`src/rtl/fetch_pc_queue.sv`:
```
// Fetch PC unit: issues in-order fetch requests, buffers responses in a small FIFO
// and hands (instr, pc, npc) to decode; redirects flush the FIFO and drop stale responses.
module fetch_pc_queue #(
    parameter int               XLEN       = 64,
    parameter int               INST_BYTES = 4,
    parameter logic [XLEN-1:0]  RESET_PC   = '0,
    parameter int               QDEPTH     = 4
) (
    input  logic                    clk,
    input  logic                    reset,
    input  logic                    stall,
    input  logic                    redirect_valid,
    input  logic [XLEN-1:0]         redirect_pc,
    output logic                    mem_req_valid,
    output logic [XLEN-1:0]         mem_req_addr,
    input  logic                    mem_req_ready,
    input  logic                    mem_resp_valid,
    input  logic [8*INST_BYTES-1:0] mem_resp_data,
    output logic                    if_id_valid,
    output logic [8*INST_BYTES-1:0] if_id_instr,
    output logic [XLEN-1:0]         if_id_pc,
    output logic [XLEN-1:0]         if_id_npc,
    input  logic                    if_id_ready
);

    localparam int IW = 8 * INST_BYTES;
    localparam int AW = $clog2(QDEPTH);
    localparam int CW = AW + 1;
    localparam logic [XLEN-1:0] STEP = XLEN'(INST_BYTES);

    logic [XLEN-1:0] pc_reg;
    logic [XLEN-1:0] resp_pc_reg;
    logic [CW-1:0]   outstanding_reg;
    logic [CW-1:0]   outstanding_next;
    logic [CW-1:0]   drop_cnt_reg;
    logic [CW-1:0]   count_reg;
    logic [AW-1:0]   rd_ptr_reg;
    logic [AW-1:0]   wr_ptr_reg;

    logic [IW-1:0]   instr_mem [QDEPTH];
    logic [XLEN-1:0] pc_mem    [QDEPTH];
    logic [XLEN-1:0] npc_mem   [QDEPTH];

    logic credit_ok;
    logic req_fire;
    logic resp_fire;
    logic enq;
    logic deq;

    // Outstanding requests include stale ones, so a redirect cannot overrun the FIFO later.
    assign credit_ok     = ({1'b0, outstanding_reg} + {1'b0, count_reg}) < (CW+1)'(QDEPTH);
    assign mem_req_valid = reset && !stall && credit_ok;
    assign mem_req_addr  = pc_reg;
    assign req_fire      = mem_req_valid && mem_req_ready;

    // A response with nothing outstanding is ignored entirely.
    assign resp_fire = mem_resp_valid && (outstanding_reg != '0);
    assign enq       = resp_fire && !redirect_valid && (drop_cnt_reg == '0);

    assign if_id_valid = (count_reg != '0) && !redirect_valid;
    assign deq         = if_id_valid && if_id_ready;
    assign if_id_instr = instr_mem[rd_ptr_reg];
    assign if_id_pc    = pc_mem[rd_ptr_reg];
    assign if_id_npc   = npc_mem[rd_ptr_reg];

    assign outstanding_next = outstanding_reg + CW'(req_fire) - CW'(resp_fire);

    always_ff @(posedge clk or negedge reset) begin
        if (!reset) begin
            pc_reg          <= RESET_PC;
            resp_pc_reg     <= RESET_PC;
            outstanding_reg <= '0;
            drop_cnt_reg    <= '0;
            count_reg       <= '0;
            rd_ptr_reg      <= '0;
            wr_ptr_reg      <= '0;
        end else begin
            outstanding_reg <= outstanding_next;
            if (redirect_valid) begin
                pc_reg       <= redirect_pc;
                resp_pc_reg  <= redirect_pc;
                drop_cnt_reg <= outstanding_next;
                count_reg    <= '0;
                rd_ptr_reg   <= '0;
                wr_ptr_reg   <= '0;
            end else begin
                if (req_fire) begin
                    pc_reg <= pc_reg + STEP;
                end
                if (resp_fire) begin
                    if (drop_cnt_reg != '0) begin
                        drop_cnt_reg <= drop_cnt_reg - 1'b1;
                    end else begin
                        resp_pc_reg <= resp_pc_reg + STEP;
                    end
                end
                if (enq) begin
                    wr_ptr_reg <= wr_ptr_reg + 1'b1;
                end
                if (deq) begin
                    rd_ptr_reg <= rd_ptr_reg + 1'b1;
                end
                count_reg <= count_reg + CW'(enq) - CW'(deq);
            end
        end
    end

    // npc is stored rather than derived so an empty, freshly reset FIFO reads all zeros.
    always_ff @(posedge clk or negedge reset) begin
        if (!reset) begin
            for (int i = 0; i < QDEPTH; i++) begin
                instr_mem[i] <= '0;
                pc_mem[i]    <= '0;
                npc_mem[i]   <= '0;
            end
        end else if (enq) begin
            instr_mem[wr_ptr_reg] <= mem_resp_data;
            pc_mem[wr_ptr_reg]    <= resp_pc_reg;
            npc_mem[wr_ptr_reg]   <= resp_pc_reg + STEP;
        end
    end

    resp_without_request: assert property (
        @(posedge clk) disable iff (!reset) !(mem_resp_valid && (outstanding_reg == '0))
    );

endmodule
```
`config.mk`:
```
export PLATFORM = sky130hd
export DESIGN_NAME = fetch_pc_queue
export DESIGN_NICKNAME = d
export VERILOG_FILES = /design/src/rtl/fetch_pc_queue.sv
export SDC_FILE = /design/constraint.sdc
export NUM_CORES = 1
export LEC_CHECK = 0
export ABC_AREA = 1
export CAP_MARGIN = 20
export CORE_ASPECT_RATIO = 1.25
export CORE_MARGIN = 10
export CORE_UTILIZATION = 30
export CTS_CLUSTER_DIAMETER = 50
export DETAILED_ROUTE_END_ITERATION = 8
export GPL_TIMING_DRIVEN = 1
export PLACE_DENSITY_LB_ADDON = 0.05
export SYNTH_ARGS = -nofsm -noshare
export SYNTH_HDL_FRONTEND = slang
export SYNTH_SLANG_ARGS = --single-unit
```
`constraint.sdc`:
```
create_clock -name clk -period 7 [get_ports clk]
set_input_delay 1.4 -clock clk [delete_from_list [all_inputs] [get_ports clk]]
set_output_delay 1.4 -clock clk [all_outputs]
set_load 0.005 [all_outputs]
```
## Word-level counts from Yosys, hierarchy flattened

Cells that the tools add are included.
Widths: inputs -> output; s select.

- Register bits after elaboration: 781
- Input port bits: 103
- Output and inout bits: 226
- Word-level logic and storage cells: 87

- Add/subtract/negate cells: 10
- Magnitude comparators: 4
- Equality and inequality tests: 1
- Mux-type cells: 29
- Bitwise logic cells: 2
- Reductions and logical operators: 22

Operators with widths:

| kind | number |
|---|---|
| $mux 64 | 10 |
| $bwmux 256 | 2 |
| $bmux 64 s2 | 2 |
| $add 64x3->64 const B | 2 |
| $bwmux 128 | 1 |
| $demux 64 s2 | 1 |
| $mux 32 | 3 |
| $bmux 32 s2 | 1 |
| $demux 32 s2 | 1 |
| $mux 3 | 4 |
| $reduce_bool 2->1 | 5 |
| $logic_and 1x1->1 | 9 |
| $reduce_bool 3->1 | 3 |
| $mux 2 | 4 |
| $add 3x1->3 | 2 |
| $ge 3x3->1 const B | 2 |
| $not 2->3 | 2 |
| $sub 3x1->3 | 2 |
| $add 2x1->2 const B | 2 |
| $add 3x3->4 | 1 |
| $lt 4x3->1 const B | 1 |
| $reduce_and 2->1 | 2 |
| $logic_not 3->1 | 1 |
| $lt 3x1->1 const B | 1 |
| 3 further kinds | 4 |

## Depth between registers and ports, before layout

Gate-level depths: netlist of the first run.

- Depth in word-level cells: 7
- Gate-level depth with buffers: 14
- Depth with buffers taken out: 14

## Worst setup path after synthesis of the first run

No wires, ideal clock.

- Path kind: in2reg
- Start: in stall
- End: reg drop_cnt_reg[2]
- Library setup time: 0.131 ns
- Data arrival time: 3.145 ns
- Path slack: 3.724 ns
- Stages on the path: 13
- Path through: inv_1 nand2_1 nor3_2 nand2_1 ha_1 inv_1 ha_1 inv_1 fa_1 xnor2_1 xnor2_1 o211ai_1 o21ai_0

- Longest elaborated chain between the ends: 7

Ends and longest elaborated chain:

| element | RTL line | text |
|---|---|---|
| from (decl) | 11 | `input logic stall,` |
| $logic_not 1->1 | 52 | `assign mem_req_valid = reset && !stall && credit_ok;` |
| $logic_and 1x1->1 (2 in a row) | 52 |  |
| net mem_req_valid | 14 | `output logic mem_req_valid,` |
| $logic_and 1x1->1 | 54 | `assign req_fire = mem_req_valid && mem_req_ready;` |
| $add 3x1->3 | 66 | `assign outstanding_next = outstanding_reg + CW'(req_fire) - CW'(resp_fire);` |
| $sub 3x1->3 | 66 |  |
| net outstanding_next[2] | 34 | `logic [CW-1:0] outstanding_next;` |
| $mux 3 | 79 | `if (redirect_valid) begin` |
| to (signal assigned) | 82 | `drop_cnt_reg <= outstanding_next;` |
| to (signal assigned) | 92 | `drop_cnt_reg <= drop_cnt_reg - 1'b1;` |
| to (decl) | 35 | `logic [CW-1:0] drop_cnt_reg;` |

The timed path passes the listed nets, and every way through them passes these cells.
A chain may end at the register's enable or synchronous reset.

## Worst setup path in the final report of the first run

- Start: reg rd_ptr_reg[1]
- End: out if_id_pc[9]

- Longest elaborated chain between the ends: 4

Ends and longest elaborated chain:

| element | RTL line | text |
|---|---|---|
| from (decl) | 37 | `logic [AW-1:0] rd_ptr_reg;` |
| from (signal assigned) | 101 | `rd_ptr_reg <= rd_ptr_reg + 1'b1;` |
| $not 2->3 (not written as such) | 63 | `assign if_id_pc = pc_mem[rd_ptr_reg];` |
| $bmux 64 s2 | 63 |  |
| $mux 64 (not written as such) (2 in a row) | 63 |  |
| to (decl) | 21 | `output logic [XLEN-1:0] if_id_pc,` |

No other way between the ends. The select of a mux whose other input is x is not followed.

==> flow_metrics.py, run 1 <==
metrics = {
    "run_status": {
        "outcome": "finished, final reports clean",
    },
    "yosys": {
        "ys_async_sr_fraction": 1.000,
        "synth_commonest_cells": "nand2_1, dfrtp_1, o21ai_0",
        "synthCells": 4933,
        "syn_nets": 5052,
        "syn_area_per_cell_um2": 7.660,
        "yosysMostFrequentCell": "nand2_1",
        "synthesis.yosys.warnings": 0,
        "netlist_area_um2": 37780,
        "yosys_most_used_dff": "dfrtp_1",
        "synth-edff-count": 0,
        "ys_ff_latch": 773,
        "netlist_top_cells_area": "dfrtp_1, nand2_1, o21ai_0, nor2_1, o22ai_1",
        "seq_area_frac_synth": 0.5119,
        "yosys.area.top_type": "dfrtp_1",
        "synth.distinct_cells": 40,
        "synth.top_cell.area_share": 0.5119,
    },
    "grt": {
        "grt_pass1_wl_um": 231100,
        "grt_overflow_total": 0,
        "grt_usage": 0.2164,
        "grt_max_degree": 166,
        "grt_pass1_vias": 34000,
        "antenna_found_initial": 1,
    },
    "final_layout": {
        "num-nets-final": 5254,
        "diodes": 0,
        "num-fill-cells": 13300,
        "seq_area_um2": 19350,
        "largest_reg_flops": 254,
        "top_register": "npc_mem",
        "fin_cells": 6851,
        "multi_input_area_um2": 16170,
        "fin_util": 0.3703,
        "reg_top3": "npc_mem (254), pc_mem (250), instr_mem (128)",
        "drive_gt1_frac": 0.06152,
        "area_growth_pct": 22.51,
    },
    "placement": {
        "place_hpwl_um": 101300,
        "place_inst": 6636,
        "numPortBuffers": 328,
        "gp_congestion": 0.8875,
    },
    "detailed_routing": {
        "final_antenna_net_count": 0,
        "vias_per_cell": 4.951,
        "drt-total-wl_um": 154300,
        "drc": 0,
        "via_count": 33920,
        "drtIter0Drc": 2511,
        "first_pass_iters": 5,
        "wl_per_cell_um": 22.52,
    },
    "clocking": {
        "cts-buffers-inserted": 114,
        "hold_buffers": 0,
        "cts.reportedPaths.clkPinSlew_ns": 0.05,
        "clk_latency_ns": 0.73,
        "root_buffer": "clkbuf_16",
        "numClockSinks": 773,
        "htree_levels": 3,
        "tritoncts": "built",
        "clk_path_buf_depth": 3,
        "postCtsSetupBuffers": 0,
        "cts_resized": 0,
    },
    "timing": {
        "hold_viol_final": 0,
        "finClkSkew_ns": 0.02858,
        "rsz0062_at_grt": "false",
        "tightest_slew_ns": 1.020,
        "fmax_mhz": 197.6,
        "relSlewSlack": 0.3200,
        "setup_tns_ns": 0,
        "min_period_over_period": 0.7229,
        "slew_violations": 0,
        "final-setup-viol-count": 0,
        "period_minus_slack_ns": 5.060,
    },
    "critical_path": {
        "worstPathMaxFanout": 72,
        "path_class": "flip-flop to output pin",
        "crit_slowest_cell": "dfrtp_4",
        "cp-end-kind": "output pin",
        "worstPathRequired_ns": 5.60,
        "cp_data_arrival_time_ns": 3.66,
        "max_stage_delay_ns": 0.70,
        "crit_path_cell_trace": "inv_6 > buf_4 > o21ai_0 > o22ai_1 > clkdlybuf4s50_1",
        "start_kind": "flip-flop",
    },
    "floorplanning": {
        "die_h_um": 416.8,
        "die_x_um": 337.4,
        "core_region_area_um2": 125000,
        "start_util": 0.3023,
        "num_rows": 145,
        "ioPinCount": 329,
        "dieArea_um2": 140600,
    },
    "power_and_ir_drop": {
        "peakVddDrop_uv": 262.9,
        "p_total_mw": 17.89,
        "pwr_density_cell_nw_per_um2": 386.4,
        "p_leak_nw": 22.15,
    },
    "min_path": {
        "hold_path.class": "flip-flop to flip-flop",
    },
    "run": {
        "max-cap-violations": 0,
    },
}
## through the flow
step	hold WS (ns)	worst slack (ns)	cell area [um^2]
floorplan	0.4436	3.724	37790
global placement	0.4559	1.959	42150
detailed placement	0.4598	1.953	42150
CTS	0.4753	1.794	46290
global route	0.4865	1.697	46290
finish	0.4716	1.940	46290
## where the power goes
| group | switching [mW] | internal [mW] | leakage [nW] |
|---|---|---|---|
| logic | 3.18 | 2.45 | 9.82 |
| clock network | 2.33 | 3.91 | 2.00 |
| registers | 0.635 | 5.37 | 10.3 |
| total | 6.15 | 11.7 | 22.2 |
## critical path, delay by kind of cell (launching register included)
kind | cells | cell delay [ns]
AOI/OAI and AO/OA | 2 | 0.48
buffers and inverters | 3 | 1.63
DFF | 1 | 0.70
## logic make-up after synthesis
| kind of cell | after synthesis | share of synthesized area |
|---|---|---|
| AO/OA/AOI/OAI | 906 | 0.1283 |
| AND/OR/NAND/NOR | 2684 | 0.2801 |
| flip-flops | 773 | 0.5119 |
| buffers and inverters | 503 | 0.06113 |
| adder cells (fa/ha/maj) | 16 | 0.005696 |
| XOR/XNOR | 51 | 0.01281 |
## layout by cell type, fill, tap and decap left out, types with 34 or more instances in the layout
| cell | instances |
|---|---|
| nand3_1 | 192 |
| inv_1 | 204 |
| dfrtp_1 | 771 |
| o21ai_0 | 657 |
| buf_4 | 34 |
| o22ai_1 | 158 |
| clkbuf_16 | 116 |
| o21ai_1 | 44 |
| nand2_1 | 1854 |
| clkdlybuf4s50_1 | 326 |
| nor2_1 | 559 |
## metal layers
metal	vias up	track usage	routed length (um)	part of all wire
met3	186	0.02920	6539	0.042
met2	730	0.3721	75790	0.49
met5	-	0	0	0
met4	0	0.06535	4131	0.027
met1	16680	0.2795	67810	0.44
li1	16320	-	-	-
## path summary, 6_finish.rpt
| check | from | end | slack, ns | cells past startpoint |
|---|---|---|---|---|
| setup reg to reg | drop_cnt_reg[0] | npc_mem[24] | 3.32 | 11 |
| setup / recovery | rd_ptr_reg[1] | if_id_pc[9] | 1.94 | 5 |
| min in group asynchronous | reset | instr_mem[29] | 0.65 | 1 |
| hold / removal | instr_mem[40] | instr_mem[40] | 0.47 | 2 |
| hold reg to reg | instr_mem[40] | instr_mem[40] | 0.47 | 2 |
| max in group asynchronous | reset | pc_mem[239] | 4.19 | 3 |
## area by class of cell
| class | count | share of cell area |
|---|---|---|
| inverters | 216 | 0.01816 |
| repair buffers | 373 | 0.08119 |
| clock buffers | 146 | 0.07011 |
| clock inverters | 69 | 0.01943 |
| flip-flops and latches | 773 | 0.4180 |
| multi-input cells | 3657 | 0.3494 |
| well taps | 1617 | 0.04371 |
Note: power is estimated with default switching activity, not from simulation.
==> inputs of run 2 (changes only) <==
==> constraint.sdc (replaced) <==
create_clock -name clk -period 4.4 [get_ports clk]
set_input_delay 0.88 -clock clk [delete_from_list [all_inputs] [get_ports clk]]
set_output_delay 0.88 -clock clk [all_outputs]
set_load 0.005 [all_outputs]
==> flow_metrics.py, run 2 (synthesis results as in run 1) <==
metrics = {
    "grt": {
        "grt_overflow_total": 0,
        "grt_usage": 0.2162,
        "grt_pass1_wl_um": 231800,
        "antenna_found_initial": 6,
        "grt_max_degree": 146,
        "grt_pass1_vias": 34330,
    },
    "detailed_routing": {
        "vias_per_cell": 4.955,
        "drtIter0Drc": 2454,
        "first_pass_iters": 9,
        "drc": 0,
        "wl_per_cell_um": 22.41,
        "via_count": 34070,
        "final_antenna_net_count": 0,
        "drt-total-wl_um": 154100,
    },
    "critical_path": {
        "reg2reg_from": "outstanding_reg[1]",
        "critPathBufInv": 4,
        "cp_data_arrival_time_ns": 3.24,
        "startpoint": "rd_ptr_reg[1]",
        "worstPathMaxFanout": 30,
        "cpLargestDelayFamily": "buffers and inverters",
        "start_kind": "flip-flop",
        "crit_slowest_cell": "dfrtp_4",
        "worstPathRequired_ns": 3.52,
        "path_class": "flip-flop to output pin",
        "reg2reg_slack_ns": 1.63,
        "cp-end-kind": "output pin",
        "crit_path_cell_trace": "inv_6 > buf_12 > buf_4 > o21ai_0 > o22ai_1 > clkdlybuf4s50_1",
        "max_stage_delay_ns": 0.65,
    },
    "final_layout": {
        "top_register": "npc_mem",
        "multi_input_area_um2": 16170,
        "seq_area_um2": 19350,
        "area_growth_pct": 23.44,
        "largest_reg_flops": 254,
        "num-nets-final": 5277,
        "layout_common_cells": "nand2_1, dfrtp_1, o21ai_0",
        "drive_gt1_frac": 0.06414,
        "reg_top3": "npc_mem (254), pc_mem (250), instr_mem (128)",
        "num-fill-cells": 13280,
        "layout_commonest_cell": "nand2_1",
    },
    "floorplanning": {
        "die_h_um": 416.8,
        "die_x_um": 337.4,
        "start_util": 0.3023,
        "core_region_area_um2": 125000,
        "ioPinCount": 329,
        "dieArea_um2": 140600,
        "num_rows": 145,
    },
    "power_and_ir_drop": {
        "peakVddDrop_uv": 337.8,
        "p_leak_nw": 22.34,
        "pwr_density_cell_nw_per_um2": 613.8,
    },
    "timing": {
        "slew_violations": 0,
        "fmax_mhz": 242.5,
        "relSlewSlack": 0.2746,
        "whs_ns": 0.05733,
        "period_minus_slack_ns": 4.123,
        "rsz0062_at_grt": "false",
        "final-setup-viol-count": 0,
        "tightest_slew_ns": 1.088,
        "setup_tns_ns": 0,
        "min_period_over_period": 0.9371,
        "hold_viol_final": 0,
        "finClkSkew_ns": 0.03511,
    },
    "clocking": {
        "tritoncts": "built",
        "clk_latency_ns": 0.73,
        "cts_resized": 0,
        "postCtsSetupBuffers": 0,
        "clk_path_buf_depth": 3,
        "cts-buffers-inserted": 116,
        "cts.reportedPaths.clkPinSlew_ns": 0.06,
        "numClockSinks": 773,
        "htree_levels": 3,
        "root_buffer": "clkbuf_16",
        "hold_buffers": 0,
    },
    "run": {
        "max-cap-violations": 0,
    },
    "placement": {
        "gp_congestion": 0.9137,
        "place_hpwl_um": 104100,
        "numPortBuffers": 328,
    },
    "run_status": {
        "outcome": "finished, final reports clean",
    },
    "min_path": {
        "hold_path.class": "primary input to async pin",
    },
}
## run 2: power breakdown
| group | internal [mW] | leakage (nW) | total (mW) | switching [mW] |
|---|---|---|---|---|
| clock network | 6.26 | 2.02 | 9.97 | 3.71 |
| registers | 8.55 | 10.3 | 9.57 | 1.02 |
| logic | 3.99 | 9.99 | 9.08 | 5.09 |
## run 2: metal layers
| layer | vias to the layer above | global-route usage | share of wire |
|---|---|---|---|
| li1 | 16380 | - | - |
| met1 | 16770 | 0.2749 | 0.44 |
| met2 | 718 | 0.3721 | 0.49 |
| met3 | 204 | 0.03133 | 0.044 |
| met4 | 6 | 0.07212 | 0.030 |
| met5 | - | 0 | 0.00027 |
## run 2: final timing paths
| check | to | cells past startpoint |
|---|---|---|
| worst max-delay path | if_id_pc[2] | 6 |
| worst min-delay path | instr_mem[94] | 1 |
| worst max register to register | drop_cnt_reg[2] | 14 |
| worst min register to register | instr_mem[36] | 2 |
| max in group asynchronous | npc_mem[117] | 3 |
| min in group clk | count_reg[0] | 2 |
## run 2: layout make-up
class	count	share of cell area
Multi-Input combinational cell	3657	0.3467
Timing Repair Buffer	394	0.08799
Sequential cell	773	0.4149
Inverter	216	0.01792
Tap cell	1617	0.04338
Clock inverter	68	0.01961
Antenna cell	5	0.0002682
Clock buffer	146	0.06923
## run 2: per-stage QoR
step                      setup WS [ns]  instance area [um^2]  cells  total power, mW  utilization
final                            0.2767                 46640   6876            28.63       0.3731
after global placement            1.001                 42490   6657            19.00       0.3399
after floorplan                   1.644                 37790   4933            13.67            -
after CTS                        0.1864                 46630   6871            29.17       0.3730
after detailed placement          1.001                 42490   6657            19.00       0.3399
after global routing             0.1271                 46640   6875            30.42       0.3731
